### config.mk
export PLATFORM = sky130hd
export DESIGN_NAME = sting_rd_addr_gen_flat
export DESIGN_NICKNAME = d
export VERILOG_FILES = /design/src/rtl/sting_pkg.sv /design/src/rtl/sting_rd_addr_gen_if.sv /design/src/rtl/sting_burst_len.sv /design/src/rtl/sting_rd_addr_gen.sv /design/src/flat_wrapper.sv
export SDC_FILE = /design/constraint.sdc
export NUM_CORES = 1
export LEC_CHECK = 0
export BUFFER_PORTS_ARGS = -buffer_cell sky130_fd_sc_hd__buf_2
export CELL_PAD_IN_SITES_DETAIL_PLACEMENT = 2
export CELL_PAD_IN_SITES_GLOBAL_PLACEMENT = 2
export CORE_MARGIN = 3
export CORE_UTILIZATION = 38
export CTS_BUF_LIST = sky130_fd_sc_hd__clkbuf_2 sky130_fd_sc_hd__clkbuf_4 sky130_fd_sc_hd__clkbuf_8
export CTS_CLUSTER_SIZE = 8
export DETAILED_ROUTE_END_ITERATION = 10
export HOLD_SLACK_MARGIN = 0.03
export PLACE_DENSITY_LB_ADDON = 0.1
export REMOVE_ABC_BUFFERS = 1
export SLEW_MARGIN = 40
export SYNTH_ARGS = -nofsm -noshare
export SYNTH_HDL_FRONTEND = slang
export SYNTH_SLANG_ARGS = --single-unit
export TNS_END_PERCENT = 20
### constraint.sdc
create_clock -name aclk -period 9.77 [get_ports aclk]
set_input_delay 1.4655 -clock aclk [delete_from_list [all_inputs] [get_ports aclk]]
set_output_delay 1.4655 -clock aclk [all_outputs]
set_load 0.02 [all_outputs]
### src/rtl/sting_pkg.sv
// Shared AXI constants and the read-address FSM state type for the sting
// input-feature read path.
package sting_pkg;

    localparam logic [2:0]  AXI_SIZE_4B    = 3'b010;
    localparam logic [1:0]  AXI_BURST_INCR = 2'b01;
    localparam logic [12:0] AXI_4K_BYTES   = 13'd4096;

    typedef enum logic [2:0] {
        RD_IDLE  = 3'd0,
        RD_CALC  = 3'd1,
        RD_ISSUE = 3'd2,
        RD_DRAIN = 3'd3,
        RD_DONE  = 3'd4
    } rd_ag_state_t;

endpackage

### src/rtl/sting_rd_addr_gen_if.sv
// AXI4 read-address channel plus the R-channel signals the address generator
// watches to retire bursts.
interface sting_rd_addr_gen_if;

    // AR: a transfer happens on a rising edge where arvalid and arready are both
    // high; once raised, arvalid and its payload hold until that edge.
    // R is watched only: a burst retires on an edge with rvalid, rready, rlast high.
    logic [31:0] m_axi_araddr;
    logic [7:0]  m_axi_arlen;
    logic [2:0]  m_axi_arsize;
    logic [1:0]  m_axi_arburst;
    logic        m_axi_arvalid;
    logic        m_axi_arready;
    logic        m_axi_rvalid;
    logic        m_axi_rready;
    logic        m_axi_rlast;

    modport master (
        output m_axi_araddr, m_axi_arlen, m_axi_arsize, m_axi_arburst, m_axi_arvalid,
        input  m_axi_arready, m_axi_rvalid, m_axi_rready, m_axi_rlast
    );

    modport slave (
        input  m_axi_araddr, m_axi_arlen, m_axi_arsize, m_axi_arburst, m_axi_arvalid,
        output m_axi_arready, m_axi_rvalid, m_axi_rready, m_axi_rlast
    );

endinterface

### src/rtl/sting_burst_len.sv
// Burst length for one AR: the smallest of MAX_BURST, words left in the line
// and words up to the next 4 KB boundary. Returned as AXI arlen (beats - 1).
module sting_burst_len
    import sting_pkg::*;
#(
    parameter int MAX_BURST = 16
) (
    input  logic [11:0] addr_lo_i,
    input  logic [15:0] words_left_i,
    output logic [7:0]  arlen_o
);

    logic [12:0] to_4k_bytes;
    logic [15:0] to_4k_words;
    logic [15:0] len;

    always_comb begin
        // Address is word aligned, so this is always 1..1024 words.
        to_4k_bytes = AXI_4K_BYTES - {1'b0, addr_lo_i};
        to_4k_words = 16'(to_4k_bytes >> 2);
        len         = 16'(MAX_BURST);
        if (words_left_i < len) begin
            len = words_left_i;
        end
        if (to_4k_words < len) begin
            len = to_4k_words;
        end
        arlen_o = 8'(len - 16'd1);
    end

endmodule

### src/rtl/sting_rd_addr_gen.sv
// Input-feature read address generator: walks ysize lines of xsize words,
// issues INCR AR bursts and counts rlast completions until the job drains.
module sting_rd_addr_gen
    import sting_pkg::*;
#(
    parameter int MAX_BURST       = 16,
    parameter int MAX_OUTSTANDING = 4
) (
    input  logic                 aclk,
    input  logic                 areset,
    input  logic                 start,
    input  logic [31:0]          reg_axi_rd_input_start_adr,
    input  logic [15:0]          reg_axi_rd_input_xsize,
    input  logic [15:0]          reg_axi_rd_input_ysize,
    sting_rd_addr_gen_if.master  axi,
    output logic                 busy,
    output logic                 done,
    output rd_ag_state_t         dbg_state_o
);

    localparam int CNT_W = $clog2(MAX_OUTSTANDING + 1);
    localparam logic [CNT_W-1:0] MAX_OUT_C = CNT_W'(MAX_OUTSTANDING);

    rd_ag_state_t     state_q, state_d;
    logic [31:0]      addr_q, addr_d;
    logic [15:0]      words_left_q, words_left_d;
    logic [15:0]      lines_left_q, lines_left_d;
    logic [15:0]      xsize_q, xsize_d;
    logic [31:0]      araddr_q, araddr_d;
    logic [7:0]       arlen_q, arlen_d;
    logic [CNT_W-1:0] out_cnt_q, out_cnt_d;

    logic [7:0]       calc_arlen;
    logic [15:0]      beats;
    logic             ar_hs;
    logic             r_retire;

    sting_burst_len #(
        .MAX_BURST (MAX_BURST)
    ) u_burst_len (
        .addr_lo_i    (addr_q[11:0]),
        .words_left_i (words_left_q),
        .arlen_o      (calc_arlen)
    );

    assign beats    = {8'd0, arlen_q} + 16'd1;
    assign ar_hs    = axi.m_axi_arvalid && axi.m_axi_arready;
    // A stray rlast with nothing in flight is dropped rather than underflowing.
    assign r_retire = axi.m_axi_rvalid && axi.m_axi_rready && axi.m_axi_rlast &&
                      (out_cnt_q != '0);

    always_comb begin
        out_cnt_d = out_cnt_q;
        if (ar_hs && !r_retire) begin
            out_cnt_d = out_cnt_q + 1'b1;
        end else if (!ar_hs && r_retire) begin
            out_cnt_d = out_cnt_q - 1'b1;
        end
    end

    always_comb begin
        state_d      = state_q;
        addr_d       = addr_q;
        words_left_d = words_left_q;
        lines_left_d = lines_left_q;
        xsize_d      = xsize_q;
        araddr_d     = araddr_q;
        arlen_d      = arlen_q;
        case (state_q)
            RD_IDLE: begin
                if (start) begin
                    if (reg_axi_rd_input_xsize == 16'd0 || reg_axi_rd_input_ysize == 16'd0) begin
                        state_d = RD_DONE;
                    end else begin
                        state_d      = RD_CALC;
                        addr_d       = reg_axi_rd_input_start_adr & ~32'd3;
                        xsize_d      = reg_axi_rd_input_xsize;
                        words_left_d = reg_axi_rd_input_xsize;
                        lines_left_d = reg_axi_rd_input_ysize;
                    end
                end
            end
            RD_CALC: begin
                if (out_cnt_q < MAX_OUT_C) begin
                    state_d  = RD_ISSUE;
                    araddr_d = addr_q;
                    arlen_d  = calc_arlen;
                end
            end
            RD_ISSUE: begin
                if (axi.m_axi_arready) begin
                    // Lines are packed, so the next line starts where this one ended.
                    addr_d = addr_q + {14'd0, beats, 2'b00};
                    if (words_left_q == beats) begin
                        words_left_d = xsize_q;
                        lines_left_d = lines_left_q - 16'd1;
                        state_d      = (lines_left_q == 16'd1) ? RD_DRAIN : RD_CALC;
                    end else begin
                        words_left_d = words_left_q - beats;
                        state_d      = RD_CALC;
                    end
                end
            end
            RD_DRAIN: begin
                if (out_cnt_q == '0) begin
                    state_d = RD_DONE;
                end
            end
            RD_DONE: begin
                state_d = RD_IDLE;
            end
            default: begin
                state_d = RD_IDLE;
            end
        endcase
    end

    always_ff @(posedge aclk or posedge areset) begin
        if (areset) begin
            state_q      <= RD_IDLE;
            addr_q       <= '0;
            words_left_q <= '0;
            lines_left_q <= '0;
            xsize_q      <= '0;
            araddr_q     <= '0;
            arlen_q      <= '0;
            out_cnt_q    <= '0;
        end else begin
            state_q      <= state_d;
            addr_q       <= addr_d;
            words_left_q <= words_left_d;
            lines_left_q <= lines_left_d;
            xsize_q      <= xsize_d;
            araddr_q     <= araddr_d;
            arlen_q      <= arlen_d;
            out_cnt_q    <= out_cnt_d;
        end
    end

    assign axi.m_axi_arvalid = (state_q == RD_ISSUE);
    assign axi.m_axi_araddr  = araddr_q;
    assign axi.m_axi_arlen   = arlen_q;
    assign axi.m_axi_arsize  = AXI_SIZE_4B;
    assign axi.m_axi_arburst = AXI_BURST_INCR;
    assign busy              = (state_q == RD_CALC) || (state_q == RD_ISSUE) ||
                               (state_q == RD_DRAIN);
    assign done              = (state_q == RD_DONE);
    assign dbg_state_o       = state_q;

endmodule

### src/flat_wrapper.sv
// flat-port wrapper written by rule: the top's interface ports become plain ports
module sting_rd_addr_gen_flat import sting_pkg::*;
#(
    parameter int MAX_BURST       = 16,
    parameter int MAX_OUTSTANDING = 4
)
  (aclk, areset, start, reg_axi_rd_input_start_adr, reg_axi_rd_input_xsize, reg_axi_rd_input_ysize, busy, done, dbg_state_o, axi_m_axi_araddr, axi_m_axi_arlen, axi_m_axi_arsize, axi_m_axi_arburst, axi_m_axi_arvalid, axi_m_axi_arready, axi_m_axi_rvalid, axi_m_axi_rready, axi_m_axi_rlast);
  sting_rd_addr_gen_if axi_i ();
  input  logic aclk;
  input  logic areset;
  input  logic start;
  input  logic [31:0] reg_axi_rd_input_start_adr;
  input  logic [15:0] reg_axi_rd_input_xsize;
  input  logic [15:0] reg_axi_rd_input_ysize;
  output logic busy;
  output logic done;
  output rd_ag_state_t dbg_state_o;
  output wire logic [$bits(axi_i.m_axi_araddr)-1:0] axi_m_axi_araddr;
  output wire logic [$bits(axi_i.m_axi_arlen)-1:0] axi_m_axi_arlen;
  output wire logic [$bits(axi_i.m_axi_arsize)-1:0] axi_m_axi_arsize;
  output wire logic [$bits(axi_i.m_axi_arburst)-1:0] axi_m_axi_arburst;
  output wire logic [$bits(axi_i.m_axi_arvalid)-1:0] axi_m_axi_arvalid;
  input wire logic [$bits(axi_i.m_axi_arready)-1:0] axi_m_axi_arready;
  input wire logic [$bits(axi_i.m_axi_rvalid)-1:0] axi_m_axi_rvalid;
  input wire logic [$bits(axi_i.m_axi_rready)-1:0] axi_m_axi_rready;
  input wire logic [$bits(axi_i.m_axi_rlast)-1:0] axi_m_axi_rlast;
  assign axi_m_axi_araddr = axi_i.m_axi_araddr;
  assign axi_m_axi_arlen = axi_i.m_axi_arlen;
  assign axi_m_axi_arsize = axi_i.m_axi_arsize;
  assign axi_m_axi_arburst = axi_i.m_axi_arburst;
  assign axi_m_axi_arvalid = axi_i.m_axi_arvalid;
  assign axi_i.m_axi_arready = axi_m_axi_arready;
  assign axi_i.m_axi_rvalid = axi_m_axi_rvalid;
  assign axi_i.m_axi_rready = axi_m_axi_rready;
  assign axi_i.m_axi_rlast = axi_m_axi_rlast;
  sting_rd_addr_gen #(.MAX_BURST(MAX_BURST), .MAX_OUTSTANDING(MAX_OUTSTANDING)) u_core (.aclk(aclk), .areset(areset), .start(start), .reg_axi_rd_input_start_adr(reg_axi_rd_input_start_adr), .reg_axi_rd_input_xsize(reg_axi_rd_input_xsize), .reg_axi_rd_input_ysize(reg_axi_rd_input_ysize), .axi(axi_i), .busy(busy), .done(done), .dbg_state_o(dbg_state_o));
endmodule
==> results.json <==
{
  "status": "finished, final reports clean",
  "cts_setup_buffers": 0,
  "p_per_area_nw_per_um2": 388,
  "drt-initial-drc-count": 422,
  "synth_largest_area_cell": "dfrtp_1",
  "holdPathEnd": "u_core.axi.m_axi_araddr[10]",
  "worst_pin_slew_ns": 0.823,
  "cp-end-kind": "flop",
  "path_class": "reg -> reg",
  "cts_buffers": 17,
  "placementRows": 51,
  "synth.area.top_cells": "dfrtp_1 (39%), nand2_1 (9.7%), ha_1 (5.6%)",
  "synth_area_per_cell_um2": 8.12,
  "post-route-period-util_pct": 45.9,
  "portBuffers": 112,
  "whs_ns": 0.478,
  "dieArea_um2": 22500,
  "synth_most_common_cell": "nand2_1",
  "grt_usage_pct": 26.2,
  "syn_to_final_growth_pct": 15.5,
  "setup_viol": 0,
  "synthTopCellsByCount": "nand2_1 (204), dfrtp_1 (122), nor2_1 (89)",
  "setup_tns_ns": 0,
  "crit_arrival_ns": 4.86,
  "cp_max_fo": 15,
  "wl_per_cell_um": 21.1,
  "yosysUniqueCellTypes": 71,
  "dr.pass1.iters": 5,
  "cts_resized": 0,
  "seq_area_frac_synth_pct": 38.8,
  "h-tree-depth": 4,
  "ant_nets": 0,
  "antenna_found_initial": 0,
  "clk_pin_slew_ns": 0.09,
  "hold_path_class": "reg -> reg",
  "synthCells": 969,
  "cts_tree": "done",
  "ys_seq_elements": 122,
  "final_hold_viol_count": 0,
  "die_y_um": 150,
  "grt_pass1_wl_um": 46600,
  "design_area_um2": 9090,
  "route.detailed.drc": 0,
  "routed_wirelength_um": 28400,
  "synth_edf_count": 0,
  "grt_start_max_net_pins": 74,
  "dp_hpwl_um": 19700,
  "drive_gt1_share_pct": 16.4,
  "start_kind": "flop",
  "globalplace.congestion": 0.815,
  "cts-root-buf": "clkbuf_8",
  "rsz0062_at_grt": "no",
  "synth_area_um2": 7870,
  "p_leak_uw": 0.00418,
  "die_x_um": 150,
  "timing.rr.start": "u_core.addr_q[5]",
  "relSlewSlack_pct": 45.1,
  "initial_core_util_pct": 39.5,
  "reg2reg_slack_ns": 5.29,
  "core-area_um2": 19900,
  "num_vias": 7847,
  "synth-main-ff-cell": "dfrtp_1",
  "max_freq_ghz": 0.223,
  "ctsLongestPathBuffers": 2,
  "slew_viol_final": 0,
  "ir_worst_vdd_uv": 142,
  "cts_sinks": 122,
  "grt_pass1_vias": 8381,
  "finClkSkew_ns": 0.0159,
  "final_nets": 1174,
  "hold-path-cell-count": 2,
  "rr_endpoint": "u_core.axi.m_axi_arlen[4]",
  "antenna_cells": 0,
  "post_drt_via_cell_ratio": 5.84,
  "hold_start": "u_core.axi.m_axi_araddr[10]",
  "ctsHoldBuffers": 0,
  "finalPower_uw": 3520,
  "place_area_um2": 8680,
  "synth_top_cell_area_share_pct": 38.8,
  "worstRegToRegCells": 14,
  "ys_warn_count": 0,
  "pin_count": 122,
  "synthArstFlopShare_pct": 100,
  "worstSkewPairLatency_ns": 0.46,
  "crit_required_ns": 10.15,
  "final.min_clock_period_ns": 4.48,
  "globalRouteOverflowTotal": 0,
  "max_cap_violations": 0
}
layout by cell type, fill, tap and decap left out, drive strengths merged, types with 16 or more instances in the layout:
cell    netlist  final
dfrtp       122    122
clkbuf       40     18
xor2         16     16
inv          29     35
buf          15    121
o21ai        61     61
a21oi        63     63
nand2       204    204
ha           35     35
xnor2        16     16
nand4        18     18
nor4         18     18
nor2         89     89
nor3         27     27
nand3        20     20
metrics by stage:
stage | util, % | worst slack, ns | instances
final | 45.6 | 5.29 | 1343
after global routing | 45.6 | 5.08 | 1343
after CTS | 45.6 | 5.31 | 1343
after detailed placement | 43.6 | 5.35 | 1311
after global placement | 43.5 | 5.46 | 1311
after floorplan | - | 5.06 | 925
per-layer routing:
| metal | track usage (%) | part of all wire [%] |
|---|---|---|
| met5 | 0 | 0 |
| met3 | 3.60 | 3.5 |
| met4 | 5.63 | 1.1 |
| met2 | 43.5 | 48 |
| met1 | 36.4 | 47 |
logic make-up (layout without fill, tap and decap cells):
kind of cell,after synthesis,in the layout,synth area share (%)
simple gates,435,435,25.1
other cells,2,13,0.0955
mux,8,8,1.18
xor+xnor,32,32,3.56
compound gates,248,248,20.6
flops,122,122,38.8
buf+inv,84,182,4.42
fa+ha+maj,38,38,6.33
state kept, by name (all words and copies together) (netlist names):
signal and count:
u_core.axi.m_axi_arlen 8, u_core.lines_left_q 16, u_core.xsize_q 16, u_core.axi.m_axi_araddr 30, u_core.words_left_q 16, u_core.addr_q 30, u_core.dbg_state_o 3, u_core.out_cnt_q 3
how the worst max path moves through the flow:
stage                                start                   endpoint  slack, ns
after floorplan                     areset          u_core.addr_q[10]       5.06
after global placement    u_core.addr_q[5]  u_core.axi.m_axi_arlen[4]       5.46
after detailed placement  u_core.addr_q[5]  u_core.axi.m_axi_arlen[4]       5.35
after CTS                 u_core.addr_q[5]  u_core.axi.m_axi_arlen[4]       5.31
after global routing      u_core.addr_q[5]  u_core.axi.m_axi_arlen[4]       5.08
final                     u_core.addr_q[5]  u_core.axi.m_axi_arlen[4]       5.29
power by group:
| part | total (uW) | switching, uW | internal (uW) |
|---|---|---|---|
| logic | 1970 | 1240 | 732 |
| clock network | 494 | 253 | 240 |
| registers | 1060 | 309 | 754 |
cell type report:
class	count	area, um2
multi-input combinational	774	4550
tap	265	332
sequential	122	3050
clock inverter	14	161
inverter	29	111
clock buffer	18	248
timing repair buffer	121	632
fill	2344	10800
critical path, cell delays in order (launching register included):
cell	delay, ns
dfrtp_1	0.54
or4_1	0.65
nor4_1	0.27
nor3b_1	0.24
ha_1	0.27
a2111oi_0	0.43
o21ai_0	0.18
o32a_4	0.43
mux2_4	0.34
ha_1	0.28
nand2_1	0.12
nor2_1	0.06
xnor2_1	0.16
mux2_1	0.32
o21ai_1	0.12
Note: power is estimated with default switching activity, not from simulation.
